[src/rtl/ysyx_23060111_lsu_pkg.sv]
// Shared definitions for the load/store unit: RV32 funct3 codes, FSM states
// and the legality check applied when a request is accepted.
package ysyx_23060111_lsu_pkg;

  localparam logic [2:0] LB  = 3'b000;
  localparam logic [2:0] LH  = 3'b001;
  localparam logic [2:0] LW  = 3'b010;
  localparam logic [2:0] LBU = 3'b100;
  localparam logic [2:0] LHU = 3'b101;
  localparam logic [2:0] SB  = 3'b000;
  localparam logic [2:0] SH  = 3'b001;
  localparam logic [2:0] SW  = 3'b010;

  typedef enum logic [1:0] {
    IDLE = 2'd0,
    REQ  = 2'd1,
    RESP = 2'd2
  } state_t;

  // Exactly one of load/store must be set, and funct3 must be valid for that kind.
  function automatic logic op_legal(input logic [2:0] f3, input logic is_load,
                                    input logic is_store);
    logic ok;
    ok = 1'b0;
    if (is_load && !is_store) begin
      case (f3)
        LB, LH, LW, LBU, LHU: ok = 1'b1;
        default:              ok = 1'b0;
      endcase
    end else if (is_store && !is_load) begin
      case (f3)
        SB, SH, SW: ok = 1'b1;
        default:    ok = 1'b0;
      endcase
    end
    return ok;
  endfunction

endpackage

[src/rtl/ysyx_23060111_lsu_align.sv]
// Combinational lane logic: byte mask, misalignment flag, store-data shift and
// load-data extraction with sign/zero extension.
module ysyx_23060111_lsu_align
  import ysyx_23060111_lsu_pkg::*;
#(
  parameter int XLEN = 32
) (
  input  logic [2:0]      funct3,
  input  logic [1:0]      addr_lo,
  input  logic [XLEN-1:0] wdata,
  input  logic [XLEN-1:0] rdata,
  output logic [3:0]      mask,
  output logic            misalign,
  output logic [XLEN-1:0] store_data,
  output logic [XLEN-1:0] load_data
);

  logic [XLEN-1:0] lane;
  logic [3:0]      base;

  always_comb begin
    lane       = rdata >> {addr_lo, 3'b000};
    store_data = wdata << {addr_lo, 3'b000};
    base       = 4'b0000;
    misalign   = 1'b0;
    load_data  = '0;
    // funct3[1:0] encodes access size for both loads and stores
    case (funct3[1:0])
      2'b00: base = 4'b0001;
      2'b01: begin
        base     = 4'b0011;
        misalign = addr_lo[0];
      end
      2'b10: begin
        base     = 4'b1111;
        misalign = |addr_lo;
      end
      default: base = 4'b0000;
    endcase
    mask = base << addr_lo;
    case (funct3)
      LB:      load_data = {{(XLEN-8){lane[7]}}, lane[7:0]};
      LH:      load_data = {{(XLEN-16){lane[15]}}, lane[15:0]};
      LW:      load_data = lane;
      LBU:     load_data = {{(XLEN-8){1'b0}}, lane[7:0]};
      LHU:     load_data = {{(XLEN-16){1'b0}}, lane[15:0]};
      default: load_data = '0;
    endcase
  end

endmodule

[src/rtl/ysyx_23060111_lsu.sv]
// Load/store unit: one operation at a time from EXU, drives the memory port
// for LAT cycles, returns extended load data or an error flag to WBU.
module ysyx_23060111_lsu
  import ysyx_23060111_lsu_pkg::*;
#(
  parameter int LAT  = 1,
  parameter int XLEN = 32
) (
  input  logic            clk,
  input  logic            rst_n,
  input  logic            in_valid,
  output logic            in_ready,
  input  logic [XLEN-1:0] in_addr,
  input  logic [XLEN-1:0] in_wdata,
  input  logic [2:0]      in_funct3,
  input  logic            in_is_load,
  input  logic            in_is_store,
  output logic [XLEN-1:0] m_raddr,
  output logic [XLEN-1:0] m_rmask,
  output logic            m_ren,
  input  logic [XLEN-1:0] m_rdata,
  output logic [XLEN-1:0] m_waddr,
  output logic [XLEN-1:0] m_wdata,
  output logic [XLEN-1:0] m_wmask,
  output logic            m_wen,
  output logic            out_valid,
  input  logic            out_ready,
  output logic [XLEN-1:0] out_rdata,
  output logic            out_err
);

  localparam int CW = (LAT > 1) ? $clog2(LAT) : 1;
  localparam logic [CW-1:0] CNT_START = CW'(LAT - 1);

  state_t          state;
  logic [CW-1:0]   cnt;
  logic [XLEN-1:0] addr_q, wdata_q, rdata_q;
  logic [2:0]      funct3_q;
  logic            is_load_q, is_store_q, err_q;

  logic [2:0]      sel_funct3;
  logic [1:0]      sel_addr_lo;
  logic [3:0]      mask;
  logic            misalign;
  logic [XLEN-1:0] store_data, load_data, word_addr;
  logic            rd_act, wr_act;

  // Legality is judged on the live inputs in IDLE, lane logic on the latched op afterwards
  assign sel_funct3  = (state == IDLE) ? in_funct3 : funct3_q;
  assign sel_addr_lo = (state == IDLE) ? in_addr[1:0] : addr_q[1:0];

  ysyx_23060111_lsu_align #(.XLEN(XLEN)) u_align (
    .funct3    (sel_funct3),
    .addr_lo   (sel_addr_lo),
    .wdata     (wdata_q),
    .rdata     (m_rdata),
    .mask      (mask),
    .misalign  (misalign),
    .store_data(store_data),
    .load_data (load_data)
  );

  always_ff @(posedge clk or negedge rst_n) begin
    if (!rst_n) begin
      state      <= IDLE;
      cnt        <= '0;
      addr_q     <= '0;
      wdata_q    <= '0;
      funct3_q   <= '0;
      is_load_q  <= 1'b0;
      is_store_q <= 1'b0;
      rdata_q    <= '0;
      err_q      <= 1'b0;
    end else begin
      case (state)
        IDLE: begin
          if (in_valid) begin
            addr_q     <= in_addr;
            wdata_q    <= in_wdata;
            funct3_q   <= in_funct3;
            is_load_q  <= in_is_load;
            is_store_q <= in_is_store;
            rdata_q    <= '0;
            if (op_legal(in_funct3, in_is_load, in_is_store) && !misalign) begin
              state <= REQ;
              cnt   <= CNT_START;
              err_q <= 1'b0;
            end else begin
              state <= RESP;
              err_q <= 1'b1;
            end
          end
        end
        REQ: begin
          if (cnt == '0) begin
            state   <= RESP;
            rdata_q <= is_load_q ? load_data : '0;
            err_q   <= 1'b0;
          end else begin
            cnt <= cnt - 1'b1;
          end
        end
        RESP: begin
          if (out_ready) begin
            state   <= IDLE;
            rdata_q <= '0;
            err_q   <= 1'b0;
          end
        end
        default: state <= IDLE;
      endcase
    end
  end

  assign word_addr = {addr_q[XLEN-1:2], 2'b00};
  assign rd_act    = (state == REQ) && is_load_q;
  assign wr_act    = (state == REQ) && is_store_q;

  // The write strobe fires only while the counter still holds its start value
  assign m_ren   = rd_act;
  assign m_raddr = rd_act ? word_addr : '0;
  assign m_rmask = rd_act ? {{(XLEN-4){1'b0}}, mask} : '0;
  assign m_wen   = wr_act && (cnt == CNT_START);
  assign m_waddr = wr_act ? word_addr : '0;
  assign m_wdata = wr_act ? store_data : '0;
  assign m_wmask = wr_act ? {{(XLEN-4){1'b0}}, mask} : '0;

  assign in_ready  = (state == IDLE);
  assign out_valid = (state == RESP);
  assign out_rdata = rdata_q;
  assign out_err   = err_q;

endmodule

[config.mk]
export PLATFORM = sky130hd
export DESIGN_NAME = ysyx_23060111_lsu
export DESIGN_NICKNAME = d
export VERILOG_FILES = /design/src/rtl/ysyx_23060111_lsu_pkg.sv /design/src/rtl/ysyx_23060111_lsu_align.sv /design/src/rtl/ysyx_23060111_lsu.sv
export SDC_FILE = /design/constraint.sdc
export NUM_CORES = 1
export LEC_CHECK = 0
export CORE_MARGIN = 2
export CORE_UTILIZATION = 38
export CTS_CLUSTER_SIZE = 10
export DETAILED_ROUTE_END_ITERATION = 16
export GPL_TIMING_DRIVEN = 0
export PLACE_DENSITY = 0.78
export SYNTH_ARGS = -nofsm -noshare
export SYNTH_HDL_FRONTEND = slang
export SYNTH_SLANG_ARGS = --single-unit
[constraint.sdc]
create_clock -name clk -period 2.4 [get_ports clk]
set_input_delay 0.48 -clock clk [delete_from_list [all_inputs] [get_ports clk]]
set_output_delay 0.48 -clock clk [all_outputs]
set_load 0.03 [all_outputs]
# Yosys cells after proc, flatten, opt, wreduce, memory -nomap -nowiden
# Cells that the tools add are included.
# Widths: inputs -> output; s select.
[totals]
ramBits = 0
out_inout_bits = 197
n_memories = 0
rom_bits = 0
latchBits = 0
ff_bits = 105
word_cells = 87
in_bits = 105
[classes]
multipliers = 0
magnitude_cmp = 0
bitwise = 1
n_addsub = 1
n_eq_ne = 16
n_shift = 3
n_reduce_logical = 22
n_mux = 35
div = 0
[ops]
columns = ["operator", "n"]
rows = [
  ["$mux 32", 7],
  ["$pmux 32 s5", 1],
  ["$pmux 32 s3", 1],
  ["$shl 32x5->32", 1],
  ["$shr 32x5->32", 1],
  ["$mux 1", 13],
  ["$eq 3x3->1 const B", 4],
  ["$pmux 4 s3", 1],
  ["$mux 2", 5],
  ["$mux 4", 2],
  ["$eq 3x1->1 const B", 2],
  ["$eq 3x2->1 const B", 2],
  ["$logic_and 1x1->1", 6],
  ["$logic_not 3->1", 2],
  ["$pmux 2 s3", 1],
  ["$reduce_and 3->1", 2],
  ["$reduce_or 5->1", 1],
  ["$eq 2x1->1 const B", 2],
  ["$eq 2x2->1 const B", 2],
  ["$logic_not 2->1", 2],
  ["$ne 2x1->1 const B", 2],
  ["$ne 2x2->1 const B", 2],
  ["$pmux 1 s2", 2],
  ["$reduce_and 4->1", 1],
  ["other kinds (11)", 13],
]

# Logic depth before layout (Yosys ltp)
# Gate-level depths: netlist of the first run.
[logic_depth]
word_depth = 11
ltp_mapped = 11
depth_no_buf = 9

# Modules after synthesis
# From an unflattened synthesis of the first run, not the netlist that was laid out.
[hier_totals]
hier_cells = 681
hier_area_um2 = 6944.2
[modules_own_cells]
columns = ["mod", "cells_each", "instances", "area_each_um2"]
rows = [
  ["ysyx_23060111_lsu", 469, 1, 5472.7],
  ["ysyx_23060111_lsu_align", 212, 1, 1471.4],
]

# Least setup slack after synthesis of the first run
# OpenSTA, ideal clock, no wires.
[synth_path]
path_type = "flip-flop to output port"
start = "register state[0]"
end = "output m_rmask[0]"
slack_ps = -1062
stages_incl_launch_ff = 9
t_arrival_ps = 2982
required_ps = 1920
n_path_buf = 4
path_cell_list = "dfrtp_1 -> inv_1 -> ha_1 -> buf_6 -> mux2_4 -> buf_2 -> buf_2 -> buf_2 -> nor4_1"
[synth_via]
elab_chain_cells = 6
[synth_lines]
columns = ["element", "line", "text"]
rows = [
  ["start, declared", "ysyx_23060111_lsu.sv:35", "state_t state;"],
  ["start signal, assigned", "ysyx_23060111_lsu.sv:65", "state <= IDLE;"],
  ["start signal, assigned", "ysyx_23060111_lsu.sv:85", "state <= REQ;"],
  ["start signal, assigned", "ysyx_23060111_lsu.sv:89", "state <= RESP;"],
  ["$logic_not 2->1 (*)", "n/a", ""],
  ["named net in_ready", "ysyx_23060111_lsu.sv:12", "output logic in_ready,"],
  ["$mux 3", "ysyx_23060111_lsu.sv:49", "assign sel_funct3 = (state == IDLE) ? in_funct3 : funct3_q;"],
  ["$eq 2x2->1 (tied with other cells)", "ysyx_23060111_lsu_align.sv:28", "case (funct3[1:0])"],
  ["$pmux 4 s3", "ysyx_23060111_lsu_align.sv:28", ""],
  ["$shl 4x2->4 (*)", "ysyx_23060111_lsu_align.sv:40", "mask = base << addr_lo;"],
  ["$mux 4 (*)", "ysyx_23060111_lsu.sv:122", "assign m_rmask = rd_act ? {{(XLEN-4){1'b0}}, mask} : '0;"],
  ["end, declared", "ysyx_23060111_lsu.sv:19", "output logic [XLEN-1:0] m_rmask,"],
]
# The timed path passes the listed nets; every way through them passes the cells marked *.

# Worst setup path in the final report of the first run
[layout_path]
start = "register state[0]"
end = "output m_wdata[28]"
[layout_via]
elab_chain_cells = 4
[layout_lines]
columns = ["element", "line", "text"]
rows = [
  ["$logic_not 2->1", "ysyx_23060111_lsu.sv:50", "assign sel_addr_lo = (state == IDLE) ? in_addr[1:0] : addr_q[1:0];"],
  ["$mux 2", "ysyx_23060111_lsu.sv:50", ""],
  ["$shl 32x5->32", "ysyx_23060111_lsu_align.sv:23", "store_data = wdata << {addr_lo, 3'b000};"],
  ["$mux 32 (*)", "ysyx_23060111_lsu.sv:125", "assign m_wdata = wr_act ? store_data : '0;"],
  ["end, declared", "ysyx_23060111_lsu.sv:23", "output logic [XLEN-1:0] m_wdata,"],
]
# Every way passes the cells marked *; elsewhere a longest branch is shown, timed or not.

==> results of run 1 <==
==> report_power, final <==
group	internal, uW	switching (uW)	leakage, uW	total [uW]
combinational	3480	3730	0.00375	7210
sequential	2390	685	0.00130	3070
clock	819	703	0.000143	1520
==> repair_timing <==
action,4_1_cts,5_1_grt
buffers inserted,38,12
hold buffers,0,0
gates resized for setup,602,183
pin swaps,34,28
endpoints found under the setup margin,141,129
cloned,4,3
==> worst max-delay path: stages (launching register included) <==
cell and delay, ns:
dfrtp_1 0.40, inv_2 0.09, ha_4 0.17, buf_8 0.15
mux2_4 0.38, buf_12 0.17, mux4_2 0.42, and2_4 0.15
buf_6 0.13
==> cells in the mapped netlist (8+ instances only) <==
master / instances
nor2_1: 18
o21ai_0: 18
o21ai_2: 10
mux4_2: 8
a221o_1: 8
clkbuf_1: 21
nand3_1: 8
and3_1: 69
a22oi_1: 15
dfrtp_1: 104
ha_1: 9
mux2_2: 71
and2_1: 9
a21oi_1: 37
buf_4: 60
mux2i_1: 14
nand2_1: 83
buf_2: 12
==> cell type report <==
cell class,count,area (sq um)
tap,220,275
buffer,100,825
sequential,104,2600
fill,1237,5410
clock inverter,7,76.3
clock buffer,9,225
multi-input combinational,476,4140
timing repair buffer,297,2830
inverter,7,31.3
==> worst min path at each step <==
stage          startpoint           to  slack (ns)  depth (start not counted)
4_1_cts             rst_n  wdata_q[19]        0.16                          1
3_5_place_dp      out_err      out_err        0.47                          2
2_1_floorplan       rst_n    addr_q[0]        0.18                          0
6_report            rst_n  wdata_q[19]        0.14                          1
5_1_grt             rst_n  wdata_q[19]        0.19                          1
3_3_place_gp      out_err      out_err        0.47                          2
==> stage by stage <==
stage                     hold slack (ns)  area, sq um  instances
after floorplan                     0.184         7020        690
after global placement              0.470         9710       1151
after detailed placement            0.474         9740       1152
after CTS                           0.161        11000       1206
after global routing                0.193        11000       1220
final                               0.138        11000       1220
==> logic make-up after synthesis <==
| family | Yosys count |
|---|---|
| simple gates | 206 |
| buf+inv | 111 |
| flops | 104 |
| compound gates | 103 |
| mux | 97 |
| fa+ha+maj | 9 |
| other cells | 1 |
==> cell usage in the layout (no fill, tap or decap), types with 12 or more instances in the layout <==
master / count
buf_6: 57
nor2_4: 14
clkdlybuf4s50_1: 137
and3_1: 60
buf_2: 55
mux2_2: 69
nand2_1: 65
a21oi_4: 21
nand2_4: 14
o21ai_2: 18
dfrtp_1: 104
buf_4: 99
a21oi_1: 12
a22oi_2: 13
conb_1: 60
clkbuf_16: 13
==> sequential cells by signal (all words and copies together) (netlist names) <==
register and count:
addr_q 32, out_rdata 32, wdata_q 32, funct3_q 3, state 2, is_load_q 1
is_store_q 1, out_err 1
==> metal layers <==
| layer | global-route usage | vias up | wire, microns |
|---|---|---|---|
| met1 | 0.322 | 2963 | 9100 |
| li1 | - | 2866 | - |
| met5 | 0 | - | 0 |
| met3 | 0.0713 | 45 | 2150 |
| met2 | 0.427 | 315 | 11400 |
| met4 | 0.105 | 0 | 756 |
==> impl_metrics.py, run 1 <==
metrics = {
    "clock_network": {
        "cts_max_level": 3,
        "cts_buffers": 9,
        "cts_num_sinks": 104,
        "clk_pin_slew_ns": 0.07,
        "cts-root-buf": "clkbuf_16",
        "cts_tree": "done",
        "cts_max_path_buffers": 2,
        "clk-insertion-delay-late_ns": 0.35,
    },
    "yosys": {
        "synth_top_family_by_area": "multiplexers",
        "synth-simple-area-share": 0.164,
        "synth-seq-area-share": 0.412,
        "yosys_register_bits": 104,
        "synth_area_leaders": "dfrtp_1, mux2_2, buf_4, and3_1, nand2_1",
        "async_reset_ff_frac": 1.00,
        "post_synth_xor_area_fraction": 0,
        "synth-adder-area-share": 0.0178,
        "ys_types": 47,
        "synth_ff_type": "dfrtp_1",
        "synth_mux_area_frac": 0.188,
        "yosys_warnings": 0,
        "synth_compound_area_frac": 0.110,
        "synth_top_area_cell": "dfrtp_1",
        "synth_top_area_share": 0.412,
        "postSynthAreaPerCell_sq_um": 10.0,
        "synth_edf_count": 0,
        "synthCells": 631,
        "synthesis.area_sq_um": 6320,
    },
    "setup_path": {
        "crit_path_end": "m_wdata[28]",
        "worst-setup-path-type": "flop to output port",
        "reg2regPathDepth": 12,
        "rr_startpoint": "state[0]",
        "r2r_end": "out_rdata[15]",
        "crit_required_ns": 1.92,
        "start_kind": "flop",
        "cp-end-kind": "output port",
        "reg2reg_slack_ns": -0.10,
        "critPathLaunch": "state[0]",
        "cp_max_fo": 8,
        "critPathArrivalTime_ns": 2.42,
    },
    "timing": {
        "rsz0062_at_grt": "true",
        "fmax_mhz": 345,
        "setup_ws_ns": -0.497,
        "finalHoldViolCount": 0,
        "worst_pin_slew_ns": 0.732,
        "slew_headroom": 0.512,
        "setup-tns-final_ns": -16.94,
        "clock_skew_ns": 0.00622,
        "min_period_ns": 2.90,
        "setup_viol": 65,
        "drv_slew": 0,
        "period_share": 1.21,
    },
    "pwr": {
        "power_density_nw_per_um2": 1070,
        "ir_worst_vdd_mv": 0.499,
        "p_leak_uw": 0.00519,
        "total_power_uw": 11800,
    },
    "place": {
        "place_ws_ns": -1.27,
        "place_congestion": 0.859,
        "dp.final_hpwl_mm": 16.4,
        "port_buffers": 241,
    },
    "grt": {
        "grt_pass1_vias": 6167,
        "grt_max_degree": 59,
        "grt-ovfl-total": 0,
        "grt_util_all_layers": 0.259,
        "antenna_found_initial": 0,
        "grt_pass1_wl_mm": 35.3,
    },
    "cells_and_area": {
        "num_antenna_cells": 0,
        "area_delta_synth_final_pct": 74.2,
        "final_core_util": 0.671,
        "fin_nets": 1109,
        "drive_above_1_share": 0.479,
    },
    "run_status": {
        "status": "finished, violations left",
        "violations": "setup timing",
    },
    "floorplan": {
        "ioPinCount": 302,
        "rows": 47,
        "die_h_microns": 133,
        "die_x_microns": 133,
        "initial_utilization": 0.385,
        "core-area_sq_um": 16400,
        "die_area_sq_um": 17700,
    },
    "drt": {
        "drc": 0,
        "drt_iter0_markers": 377,
        "first_pass_iters": 4,
        "routed_wl_mm": 23.4,
        "vias": 6189,
        "routed_via_density": 5.07,
        "routedWlPerCell_microns": 19.2,
        "final_antenna_net_count": 0,
    },
    "flow_run": {
        "cap_violations": 0,
    },
    "worst_hold_path": {
        "worstHoldPathType": "input pin to asynchronous set/reset pin",
    },
}
Note: power is estimated with default switching activity, not from simulation.
==> run 2: changes to the inputs <==
--- a/config.mk
+++ b/config.mk
@@ -10,6 +10,7 @@
 export CTS_CLUSTER_SIZE = 10
 export DETAILED_ROUTE_END_ITERATION = 16
 export GPL_TIMING_DRIVEN = 0
+export MAX_ROUTING_LAYER = met4
 export PLACE_DENSITY = 0.78
 export SYNTH_ARGS = -nofsm -noshare
 export SYNTH_HDL_FRONTEND = slang
==> run 2 against run 1 <==
Compared with the run above:
- the flow still finishes with violations (setup timing)
- global-route usage up 0.69 points
- hold slack better by 0.0051 ns
- total power about the same
- worst setup slack better by 0.0025 ns
- clock skew about the same
- critical path type unchanged
- critical endpoint unchanged
==> impl_metrics.py, run 2 (same netlist as run 1, synthesis figures left out) <==
metrics = {
    "setup_path": {
        "worst-path-buf-inv": 4,
        "critPathLaunch": "state[0]",
        "reg2reg_slack_ns": -0.09,
        "crit_required_ns": 1.92,
        "critical_path.cell_chain": "inv_2, ha_4, buf_8, mux2_4, buf_12, mux4_2, and2_4, buf_6",
        "cp-end-kind": "output port",
        "r2r_end": "out_rdata[15]",
        "critPathMaxStageDelay_ns": 0.42,
        "rr_startpoint": "state[0]",
        "cp_slowest_cell": "mux4_2",
        "crit_path_end": "m_wdata[28]",
        "reg2regPathDepth": 12,
        "crit_cells": 8,
        "critPathTopFamily": "multiplexers",
        "worst-setup-path-type": "flop to output port",
        "start_kind": "flop",
        "cp_max_fo": 8,
        "critPathArrivalTime_ns": 2.41,
    },
    "cells_and_area": {
        "multi_input_comb_area_sq_um": 4140,
        "num_antenna_cells": 0,
        "layout_common_cells": "clkdlybuf4s50_1, dfrtp_1, buf_4",
        "fin_nets": 1109,
        "fin_area_sq_um": 11000,
        "area_delta_synth_final_pct": 74.1,
        "final-seq-area_sq_um": 2600,
        "drive_above_1_share": 0.479,
        "fillCellCount": 1238,
        "final_common_cell": "clkdlybuf4s50_1",
    },
    "grt": {
        "grt_max_degree": 59,
        "antenna_found_initial": 0,
        "grt_pass1_wl_mm": 35.1,
        "grt-ovfl-total": 0,
        "grt_pass1_vias": 6193,
        "grt_util_all_layers": 0.266,
    },
    "drt": {
        "final_antenna_net_count": 0,
        "drt_iter0_markers": 334,
        "routed_wl_mm": 23.5,
        "vias": 6187,
        "routedWlPerCell_microns": 19.2,
        "drc": 0,
        "first_pass_iters": 5,
        "routed_via_density": 5.07,
    },
    "clock_network": {
        "clk_pin_slew_ns": 0.07,
        "hold_buffers": 0,
        "cts-root-buf": "clkbuf_16",
        "cts_tree": "done",
        "cts_buffers": 9,
        "clk-insertion-delay-late_ns": 0.36,
        "cts_num_sinks": 104,
        "cts_max_level": 3,
        "cts_max_path_buffers": 2,
    },
    "floorplan": {
        "die_h_microns": 133,
        "ioPinCount": 302,
        "core-area_sq_um": 16400,
        "die_area_sq_um": 17700,
        "die_x_microns": 133,
        "rows": 47,
        "initial_utilization": 0.385,
    },
    "run_status": {
        "violations": "setup timing",
        "status": "finished, violations left",
    },
    "pwr": {
        "p_leak_uw": 0.00518,
        "total_power_uw": 11800,
        "ir_worst_vdd_mv": 0.502,
        "power_density_nw_per_um2": 1070,
    },
    "timing": {
        "min_period_ns": 2.89,
        "rsz0062_at_grt": "true",
        "finalHoldViolCount": 0,
        "fmax_mhz": 345,
        "setup_viol": 65,
        "setup_ws_ns": -0.495,
        "drv_slew": 0,
        "period_share": 1.21,
        "hold_ws_ns": 0.143,
        "clock_skew_ns": 0.00651,
        "slew_headroom": 0.532,
        "worst_pin_slew_ns": 0.702,
    },
    "flow_run": {
        "cap_violations": 0,
    },
    "place": {
        "port_buffers": 241,
        "place_congestion": 0.873,
        "dp.final_hpwl_mm": 16.4,
        "post_dp_cell_area_sq_um": 9740,
    },
    "worst_hold_path": {
        "worstHoldPathType": "input pin to asynchronous set/reset pin",
    },
}
run 2: changes by cell type in the layout (fill, tap and decap cells not counted), sizes merged:
cell / previous run / this run
clkdlybuf4s50: 137 / 138
dlymetal6s2s: 1 / 0
clkbuf: 33 / 32
buf: 235 / 236
run 2: timing repair:
item,in CTS,in global routing
setup buffers,38,12
endpoints found under the setup margin,141,129
gates resized for setup,602,181
gates cloned,4,3
pin swaps,34,28
run 2: worst min path at each step:
stage | start | end | slack, ns | cells past startpoint
2_1_floorplan | rst_n | addr_q[0] | 0.18 | 0
3_3_place_gp | out_err | out_err | 0.47 | 2
3_5_place_dp | out_err | out_err | 0.47 | 2
4_1_cts | rst_n | wdata_q[19] | 0.16 | 1
5_1_grt | rst_n | wdata_q[19] | 0.20 | 1
6_report | rst_n | wdata_q[19] | 0.14 | 1
run 2: cell type report:
type	instances	share of cell area
clock inverters	7	0.00694
clock buffers	9	0.0205
plain buffers	100	0.0750
flip-flops and latches	104	0.237
repair buffers	297	0.257
inverters	7	0.00284
well taps	220	0.0250
multi-input cells	476	0.376
run 2: report_power, final:
| group | total [uW] | switching, uW | internal [uW] |
|---|---|---|---|
| clock network | 1520 | 705 | 819 |
| logic | 7210 | 3730 | 3490 |
| registers | 3070 | 686 | 2390 |
run 2: metal layers:
metal | vias up | GRT usage | wire length [microns]
met2 | 329 | 0.430 | 11400
met4 | 0 | 0.105 | 804
met5 | - | - | 0
met3 | 52 | 0.0563 | 2040
li1 | 2860 | - | -
met1 | 2946 | 0.326 | 9220
run 2: stage by stage:
stage                     setup WS [ns]  utilization  std cells  setup TNS (ns)
after floorplan                  -0.141            -        690           -2.64
after global placement            -3.34        0.592       1151         -407.34
after detailed placement          -1.27        0.593       1152          -61.72
after CTS                        -0.501        0.670       1206          -16.97
after global routing             -0.565        0.670       1220          -21.50
final                            -0.495        0.670       1220          -16.79
==> run 3: changes to the inputs <==
--- a/config.mk
+++ b/config.mk
@@ -6,12 +6,12 @@
 export NUM_CORES = 1
 export LEC_CHECK = 0
 export CORE_MARGIN = 2
-export CORE_UTILIZATION = 38
+export CORE_UTILIZATION = 45
 export CTS_CLUSTER_SIZE = 10
 export DETAILED_ROUTE_END_ITERATION = 16
 export GPL_TIMING_DRIVEN = 0
 export MAX_ROUTING_LAYER = met4
-export PLACE_DENSITY = 0.78
+export PLACE_DENSITY = 0.87
 export SYNTH_ARGS = -nofsm -noshare
 export SYNTH_HDL_FRONTEND = slang
 export SYNTH_SLANG_ARGS = --single-unit
==> constraint.sdc (replaced) <==
create_clock -name clk -period 3.7 [get_ports clk]
set_input_delay 0.74 -clock clk [delete_from_list [all_inputs] [get_ports clk]]
set_output_delay 0.74 -clock clk [all_outputs]
set_load 0.03 [all_outputs]
==> run 3 against run 2 <==
Compared with the run above:
- sequential power is 37% lower
- final cell count is 7.3% lower
- core utilization is 2.2 points higher
- design area is 13% lower
- the run now ends clean
- register-to-register slack better by 0.80 ns
- combinational power is 56% lower
- count of clock-buffer cells in the layout is 5 higher
- die area is 15% lower
- largest power group unchanged
- critical path depth is 1 higher
- non-clock buffer count is 48 lower
- clock skew is 0.00067 ns higher
==> impl_metrics.py, run 3 (same netlist as run 1, synthesis figures left out) <==
metrics = {
    "worst_hold_path": {
        "worstHoldPathType": "input pin to asynchronous set/reset pin",
    },
    "setup_path": {
        "reg2reg_slack_ns": 0.71,
        "cp_max_fo": 10,
        "crit_required_ns": 2.96,
        "cp-end-kind": "output port",
        "worst-setup-path-type": "flop to output port",
        "critPathTopFamily": "buffers and inverters",
        "cp_slowest_cell": "dfrtp_1",
        "critPathArrivalTime_ns": 2.88,
        "start_kind": "flop",
        "critical_path.cell_chain": "inv_1, ha_4, buf_6, mux2_2, buf_2, buf_4, nor2_4, and2_1, clkdlybuf4s15_2",
        "worst-path-buf-inv": 5,
        "critPathMaxStageDelay_ns": 0.42,
    },
    "floorplan": {
        "ioPinCount": 302,
        "die_x_microns": 122,
        "core-area_sq_um": 13800,
        "initial_utilization": 0.459,
        "rows": 43,
        "die_area_sq_um": 15000,
        "die_h_microns": 122,
    },
    "place": {
        "place_congestion": 0.912,
        "dp.final_hpwl_mm": 16.4,
        "place_ws_ns": -0.957,
        "port_buffers": 241,
        "placed_cells": 1112,
        "post_dp_cell_area_sq_um": 9210,
    },
    "cells_and_area": {
        "final_common_cell": "clkdlybuf4s50_1",
        "fin_area_sq_um": 9540,
        "final_cells": 1131,
        "drive_above_1_share": 0.248,
        "num_antenna_cells": 0,
        "area_delta_synth_final_pct": 51.0,
        "layout_common_cells": "clkdlybuf4s50_1, dfrtp_1, nand2_1",
        "fin_nets": 1060,
    },
    "drt": {
        "routedWlPerCell_microns": 19.1,
        "final_antenna_net_count": 0,
        "first_pass_iters": 5,
        "routed_wl_mm": 21.6,
        "vias": 6003,
        "drc": 0,
        "drt_iter0_markers": 503,
        "routed_via_density": 5.31,
    },
    "clock_network": {
        "cts_num_sinks": 104,
        "cts_max_path_buffers": 2,
        "clk_pin_slew_ns": 0.07,
        "hold_buffers": 0,
        "cts-root-buf": "clkbuf_16",
        "cts_buffers": 9,
        "cts_tree": "done",
        "cts_max_level": 3,
        "clk-insertion-delay-late_ns": 0.35,
    },
    "pwr": {
        "ir_worst_vdd_mv": 0.374,
        "p_leak_uw": 0.00448,
        "power_density_nw_per_um2": 628,
        "total_power_uw": 5990,
    },
    "timing": {
        "fmax_mhz": 276,
        "setup_ws_ns": 0.0809,
        "min_period_ns": 3.62,
        "finalHoldViolCount": 0,
        "drv_slew": 0,
        "rsz0062_at_grt": "false",
        "period_share": 0.978,
        "hold_ws_ns": 0.374,
        "worst_pin_slew_ns": 0.812,
        "slew_headroom": 0.455,
        "clock_skew_ns": 0.00717,
        "setup_viol": 0,
    },
    "grt": {
        "antenna_found_initial": 0,
        "grt_max_degree": 63,
        "grt_pass1_wl_mm": 32.4,
        "grt-ovfl-total": 0,
        "grt_util_all_layers": 0.295,
        "grt_pass1_vias": 5990,
    },
    "run_status": {
        "status": "complete, no violations",
    },
    "flow_run": {
        "cap_violations": 0,
    },
}
-- run 3: final cells by class --
| class | count | area [sq um] |
|---|---|---|
| Fill cell | 1076 | 4230 |
| Multi-Input combinational cell | 475 | 3340 |
| Sequential cell | 104 | 2600 |
| Timing Repair Buffer | 245 | 2380 |
| Buffer | 104 | 681 |
| Clock buffer | 14 | 274 |
| Tap cell | 180 | 225 |
| Inverter | 7 | 26.3 |
| Clock inverter | 2 | 12.5 |
-- run 3: layer usage --
metal | global-route usage | wire length [microns]
met5 | - | 0
met1 | 0.364 | 8480
met4 | 0.103 | 510
met3 | 0.0632 | 2030
met2 | 0.480 | 10600
-- run 3: per-stage QoR --
stage	util	setup TNS [ns]
floorplan	-	0
global placement	0.667	-239.77
detailed placement	0.668	-21.42
CTS	0.697	-0.0113
global route	0.693	0
finish	0.693	0
-- run 3: worst reg2reg max path, stage by stage, from the launching register on --
cell and delay [ns]:
dfrtp_1 0.42, inv_1 0.13, ha_4 0.20, buf_6 0.18, mux2_2 0.40, ha_1 0.27
a211oi_2 0.33, or2_1 0.15, buf_1 0.28, clkbuf_2 0.39, o21ai_2 0.11
-- run 3: path summary, 6_finish.rpt --
kind / cells after the start / startpoint / endpoint
max: 9 / state[1] / m_wmask[1]
min: 1 / rst_n / out_rdata[10]
max reg2reg: 10 / state[1] / out_rdata[22]
min reg2reg: 1 / funct3_q[1] / funct3_q[1]
max in group asynchronous: 2 / rst_n / addr_q[5]
min in group clk: 1 / funct3_q[1] / funct3_q[1]
-- run 3: power by group --
group          switching (uW)  internal (uW)  leakage, uW
Combinational            1760           1380      0.00305
Sequential                369           1550      0.00130
Clock                     422            512     0.000139
-- run 3: repair_timing --
action                                  CTS  global route
resized for setup                        95            46
endpoints found under the setup margin   40            35
setup buffers                             3             0
pin swaps                                 0             1
